File: src/rtl/pulse_train_gen.sv
// pulse_train_gen
// Stimulus source for the tap-delay block. Emits a 1-cycle masked strobe
// (data) and an unmasked reference strobe (data2) once per programmable
// period. The slot mask walks through PAT_W slots, slot 0 first.
//
// Build option:
//   PTG_ONESHOT_EN - when defined, each start emits exactly one frame of
//                    PAT_W slots and the block then returns to IDLE.
//                    When undefined, frames repeat until stop or rst.
module pulse_train_gen #(
    parameter int                CNT_W       = 5,
    parameter int                PAT_W       = 8,
    parameter int                DEF_PERIOD  = 19,
    parameter logic [PAT_W-1:0]  DEF_PATTERN = 8'h5B
) (
    input  logic                      clk,
    input  logic                      rst,
    input  logic                      cfg_ld,
    input  logic [CNT_W-1:0]          period_in,
    input  logic [PAT_W-1:0]          pattern_in,
    input  logic                      start,
    input  logic                      stop,
    output logic                      data,
    output logic                      data2,
    output logic [CNT_W-1:0]          cnt,
    output logic [$clog2(PAT_W)-1:0]  slot,
    output logic                      busy,
    output logic                      frame_done
);

    localparam int SLOT_W = $clog2(PAT_W);

`ifdef PTG_ONESHOT_EN
    localparam bit ONESHOT = 1'b1;
`else
    localparam bit ONESHOT = 1'b0;
`endif

    typedef enum logic [1:0] {
        IDLE = 2'd0,
        RUN  = 2'd1,
        STOP = 2'd2
    } state_t;

    state_t             state;
    state_t             state_nxt;

    logic [CNT_W-1:0]   period_r;
    logic [PAT_W-1:0]   pattern_r;

    logic [CNT_W-1:0]   cnt_nxt;
    logic [SLOT_W-1:0]  slot_nxt;
    logic               data_nxt;
    logic               data2_nxt;
    logic               busy_nxt;
    logic               frame_done_nxt;

    // Helpers describing where the current cycle sits in the period/frame.
    logic               last_cyc;
    logic               slot_last;
    logic [SLOT_W-1:0]  slot_inc;

    assign last_cyc  = (cnt == period_r - CNT_W'(1));
    assign slot_last = (slot == SLOT_W'(PAT_W - 1));
    assign slot_inc  = slot_last ? '0 : slot + SLOT_W'(1);

    // State register.
    // NOTE: sequential state is written with non-blocking assignments so every
    // flop samples the pre-edge values of its neighbours.
    always_ff @(posedge clk or posedge rst) begin
        if (rst) begin
            state <= IDLE;
        end else begin
            state <= state_nxt;
        end
    end

    // Period/pattern configuration; only writable while the train is idle.
    always_ff @(posedge clk or posedge rst) begin
        if (rst) begin
            period_r  <= CNT_W'(DEF_PERIOD);
            pattern_r <= DEF_PATTERN;
        end else if (state == IDLE && cfg_ld) begin
            period_r  <= (period_in < CNT_W'(2)) ? CNT_W'(2) : period_in;
            pattern_r <= pattern_in;
        end
    end

    // Next-state logic: stop beats start in IDLE, STOP drains the period.
    always_comb begin
        state_nxt = state;
        unique case (state)
            IDLE: begin
                if (start && !stop) begin
                    state_nxt = RUN;
                end
            end
            RUN: begin
                if (ONESHOT && last_cyc && slot_last) begin
                    state_nxt = IDLE;
                end else if (stop) begin
                    state_nxt = STOP;
                end
            end
            STOP: begin
                if (last_cyc) begin
                    state_nxt = IDLE;
                end
            end
            default: state_nxt = IDLE;
        endcase
    end

    // Next values of the registered outputs; strobes only on edges that
    // enter or stay in RUN at a period boundary.
    always_comb begin
        // NOTE: every signal gets a default before the case so no path can
        // leave it unassigned and infer a latch.
        cnt_nxt        = '0;
        slot_nxt       = '0;
        data_nxt       = 1'b0;
        data2_nxt      = 1'b0;
        busy_nxt       = 1'b0;
        frame_done_nxt = 1'b0;

        unique case (state)
            IDLE: begin
                if (state_nxt == RUN) begin
                    data_nxt  = pattern_r[0];
                    data2_nxt = 1'b1;
                    busy_nxt  = 1'b1;
                end
            end
            RUN, STOP: begin
                if (state_nxt != IDLE) begin
                    busy_nxt = 1'b1;
                    if (last_cyc) begin
                        slot_nxt = slot_inc;
                        if (state == RUN && state_nxt == RUN) begin
                            data_nxt  = pattern_r[slot_inc];
                            data2_nxt = 1'b1;
                        end
                    end else begin
                        cnt_nxt  = cnt + CNT_W'(1);
                        slot_nxt = slot;
                    end
                end
            end
            default: ;
        endcase

        frame_done_nxt = (state_nxt != IDLE)
                       && (cnt_nxt == period_r - CNT_W'(1))
                       && (slot_nxt == SLOT_W'(PAT_W - 1));
    end

    // Output register; every output is a flop.
    always_ff @(posedge clk or posedge rst) begin
        if (rst) begin
            cnt        <= '0;
            slot       <= '0;
            data       <= 1'b0;
            data2      <= 1'b0;
            busy       <= 1'b0;
            frame_done <= 1'b0;
        end else begin
            cnt        <= cnt_nxt;
            slot       <= slot_nxt;
            data       <= data_nxt;
            data2      <= data2_nxt;
            busy       <= busy_nxt;
            frame_done <= frame_done_nxt;
        end
    end

endmodule

File: config.mk
export PLATFORM = sky130hd
export DESIGN_NAME = pulse_train_gen
export DESIGN_NICKNAME = d
export VERILOG_FILES = /design/src/rtl/pulse_train_gen.sv
export SDC_FILE = /design/constraint.sdc
export NUM_CORES = 1
export LEC_CHECK = 0
export BUFFER_PORTS_ARGS = -buffer_cell sky130_fd_sc_hd__buf_2
export CAP_MARGIN = 20
export CORE_ASPECT_RATIO = 1.2
export CORE_MARGIN = 2
export CORE_UTILIZATION = 52
export CTS_CLUSTER_DIAMETER = 150
export DETAILED_ROUTE_END_ITERATION = 10
export PLACE_DENSITY_LB_ADDON = 0.3
export SKIP_CTS_REPAIR_TIMING = 1
export SYNTH_ARGS = -nofsm -noshare
export SYNTH_HDL_FRONTEND = slang
export SYNTH_SLANG_ARGS = --single-unit
File: constraint.sdc
create_clock -name clk -period 2.64 [get_ports clk]
set_input_delay 0 -clock clk [delete_from_list [all_inputs] [get_ports clk]]
set_output_delay 0 -clock clk [all_outputs]
set_load 0.02 [all_outputs]
* Word level (Yosys, flattened, before mapping)
Cells that the tools add are included.
Word-level totals: register bits after elaboration 27, input bits 18, output and inout port bits 12
Operators by class: add/sub/neg operators 3, order comparisons 2, equal/unequal tests 7, mux-type cells 26, reductions and logical operators 9
Operator list (count):
- $mux W5 | 4
- $mux W3 | 4
- $eq A5 B5 Y1 | 2
- $mux W1 | 10
- $eq A3 B3 Y1 const B | 2
- $mux W2 | 3
- $pmux W1 S2 | 3
- $pmux W2 S3 | 1
- $add A5 B1 Y5 const B | 1
- $logic_and A1 B1 Y1 | 5
- $lt A5 B2 Y1 const B | 1
- $sub A5 B1 Y5 const B | 1
- $eq A2 B1 Y1 const B | 2
- $lt A3 B4 Y1 const B | 1
- $add A3 B1 Y3 const B | 1
- $bmux W1 S3 | 1
- $eq A2 B2 Y1 const B | 1
- $logic_not A2 Y1 | 1
- $reduce_bool A2 Y1 | 1
- $reduce_or A2 Y1 | 1
- $logic_not A1 Y1 | 1

* Depth between registers and ports, before layout
word-level depth 10, depth in mapped cells 9, gate-level depth less buffers 8

* Least setup slack after synthesis
OpenSTA, ideal clock, no wires.
path kind register to register, start reg slot[0], end reg data, arrival time 2.239 ns, data required time 2.520 ns, setup slack 0.282 ns, cell stages (with the launch flop) 8, path buffers 0, clock period less this slack 2.358 ns, cell sequence dfrtp_1 > ha_1 > ha_1 > nor2_1 > mux4_2 > mux2_2 > a22o_1 > and3_1
On the way: cells in the longest elaborated chain, start to end 8, elaborated cells on any way between the ends 9
RTL lines:
- from (decl) | line 26 | output logic [$clog2(PAT_W)-1:0] slot,
- from (signal assigned) | line 168 | slot <= slot_nxt;
- $add A3 B1 Y3 or $eq A3 B3 Y1 (tied branches) | line 65, 64
- $mux W3 (*) | line 65 | assign slot_inc = slot_last ? '0 : slot + SLOT_W'(1);
- $bmux W1 S3 (*) | line 140 | data_nxt = pattern_r[slot_inc];
- $mux W1 (implied by the code) (*) | line 140
- $mux W1 (*) | line 139 | if (state == RUN && state_nxt == RUN) begin
- $mux W1 (*) | line 137 | if (last_cyc) begin
- $mux W1 (*) | line 135 | if (state_nxt != IDLE) begin
- $pmux W1 S2 (*) | line 126 | unique case (state)
- net data_nxt | line 53 | logic data_nxt;
- to (signal assigned) | line 169 | data <= data_nxt;
- to (decl) | line 23 | output logic data,
Mark *: on every way through the listed nets, which the timed path passes. The rest lies on a longest branch. The select of a mux whose other input is x is not followed. A chain may end at the register's enable or synchronous reset.

* Worst setup path in the final report
Same ends and word-level chain as after synthesis.

==> results.tsv <==
metric	value	unit
status	complete, no violations	
fillers	264	
dp.cells	209	
startpoint_type	register	
crit_path_max_fanout	5	
cts_tree	yes	
portBuffers	29	
worstSkewPairLatency	0.32	ns
wl_per_cell	14.83	µm
worst_slew_pin_slew	0.7928	ns
p_leak	0.0009101	µW
die_w	54.94	µm
cts_root_buffer	clkbuf_4	
synth_edf_count	0	
grtUsageTotal	0.1993	
htree_levels	1	
sw_frac_of_total	0.4080	
pwr-share-seq	0.376	
syn_inst	146	
die_h	65.13	µm
p_int	1129	µW
dr.pass1.iters	4	
multi_input_area	899.6	µm²
nets	220	
area_delta_synth_final	24.34	%
wl	3396	µm
finalWeightedCongestion	0.7978	
synth_top_cell_by_area	dfrtp_1	
drv_slew	0	
ios	30	
synthFlopType	dfrtp_1	
timing.slew.headroom	0.4648	
grt_remaining_overflow	0	
avgSynthCellArea	11.09	µm²
min_path_type	in -> async	
num_rows	22	
max_cap_viol_count	0	
ant_nets	0	
tns	0	ns
antenna_found_initial	0	
grt_pass1_wl	5168	µm
synthDistinctLibCells	40	
yosysTopAreaCellShare	0.2937	
cts_buffers	3	
clock_path_buffers	2	
critical_path_class	reg -> reg	
stdcell_count	229	
ys_top_cells_by_count	dfrtp_1, a21oi_1, mux2_2, nand2_1	
power.density	947.5	nW/µm²
route.vias.total	1289	
diodes	0	
clk_pin_slew	0.16	ns
syn_nets	172	
whs	0.1943	ns
async_reset_ff_frac	1.000	
power_frac_comb	0.526	
grt_max_degree	28	
arrival	2.65	ns
clkSinkCount	27	
coreArea	3028	µm²
crit_required	2.88	ns
ys_seq_elements	27	
pwr-share-clk	0.098	
yosysSeqAreaShare	0.4235	
netlist_area	1619	µm²
drt-initial-drc-count	34	
via_per_inst	5.629	
yosysWarningCount	0	
peakVddDrop	653.8	µV
final.min_clock_period	2.410	ns
cp-end-kind	register	
finalHoldViolCount	0	
drc	0	
grt_setup_unrepaired	false	
setup_violations	0	
power_switching	778.3	µW
seqCellArea	685.7	µm²
post-synth-top-count-cell	dfrtp_1	
die-area	3578	µm²
grt_pass1_vias	1192	
fmax	415.0	MHz
dp_hpwl	2425	µm
fin_crit_sh	0.9127	
drive_gt1_frac	0.3472	
yosys-top-cells-area	dfrtp_1, dfstp_2, mux2_2	
finClkSkew	0.004476	ns
start_util	0.5347	
r2r_slack	0.23	ns
-- cells in the final DEF (no fill, tap or decap), drive strengths merged, types with 2 or more instances in the layout --
master	Yosys	routed
buf	0	30
dfrtp	19	19
dlygate4sd3	0	15
nand2	13	13
mux2	12	12
a21oi	12	12
inv	8	8
xnor2	8	8
nor2	8	8
dfstp	8	8
ha	8	8
nand3	6	6
and3	5	5
o21ai	4	4
nor3	4	4
xor2	3	3
clkbuf	2	3
a31oi	3	3
nand3b	2	2
nor2b	2	2
mux4	2	2
nand2b	2	2
nor4	2	2
a2111oi	2	2
-- final timing paths --
| path | endpoint | from | cells past startpoint |
|---|---|---|---|
| min in group clk | state[1] | stop | 5 |
| worst max-delay path | data | slot[0] | 7 |
| worst min-delay path | cnt[3] | rst | 3 |
| worst max register to register | data | slot[0] | 7 |
| max in group asynchronous | period_r[0] | rst | 4 |
| worst min register to register | period_r[1] | period_r[1] | 2 |
-- cell families after synthesis --
kind of cell             after synthesis  synth area share
AND/OR/NAND/NOR                       46            0.1631
AO/OA/AOI/OAI                         28            0.1291
flip-flops                            27            0.4235
multiplexers                          14            0.1113
XOR/XNOR                              13           0.08810
buffers and inverters                 10           0.02319
adder cells (fa/ha/maj)                8           0.06183
-- through the flow --
step	setup WS (ns)	utilization	area, µm²	total power, µW
after global routing	0.08075	0.6649	2013	2052
after CTS	0.1716	0.6050	1832	1883
final	0.2304	0.6649	2013	1908
after detailed placement	0.2055	0.5950	1802	1692
after floorplan	0.2817	-	1619	1489
after global placement	0.3262	0.5950	1802	1650
-- registers in the layout, summed over array words and instances, names as in the netlist --
| register | count |
|---|---|
| slot | 3 |
| busy | 1 |
| data2 | 1 |
| frame_done | 1 |
| pattern_r | 8 |
| data | 1 |
| state | 2 |
| period_r | 5 |
| cnt | 5 |
-- routing by layer --
metal | part of all wire | global-route usage | wire length, µm | vias up
met5 | 0 | 0 | 0 | -
met1 | 0.40 | 0.2604 | 1370 | 643
met2 | 0.56 | 0.3348 | 1895 | 27
met4 | 0.0065 | 0.05488 | 22 | 0
met3 | 0.032 | 0.03409 | 108 | 2
li1 | - | - | - | 617
-- area by class of cell --
| class | instances | share of cell area |
|---|---|---|
| inverter | 8 | 0.01492 |
| clock inverter | 1 | 0.003729 |
| tap | 36 | 0.02237 |
| timing repair buffer | 45 | 0.1603 |
| clock buffer | 3 | 0.01119 |
| sequential | 27 | 0.3406 |
| multi-input combinational | 109 | 0.4469 |
-- worst max-delay path, cell delays in order (launching register included) --
cell     delay [ns]
dfrtp_1        0.44
ha_1           0.22
ha_1           0.18
nor2_1         0.28
mux4_2         0.55
mux2_2         0.27
a22o_1         0.19
and3_1         0.18
-- power by group through the flow --
| stage | Sequential (µW) | Clock, µW | Combinational, µW |
|---|---|---|---|
| finish | 717 | 187 | 1000 |
| global route | 739 | 209 | 1100 |
| CTS | 717 | 193 | 973 |
| detailed placement | 724 | 0 | 968 |
| global placement | 719 | 0 | 931 |
| floorplan | 719 | 0 | 769 |
No activity file was read; power rests on OpenSTA's default activity.
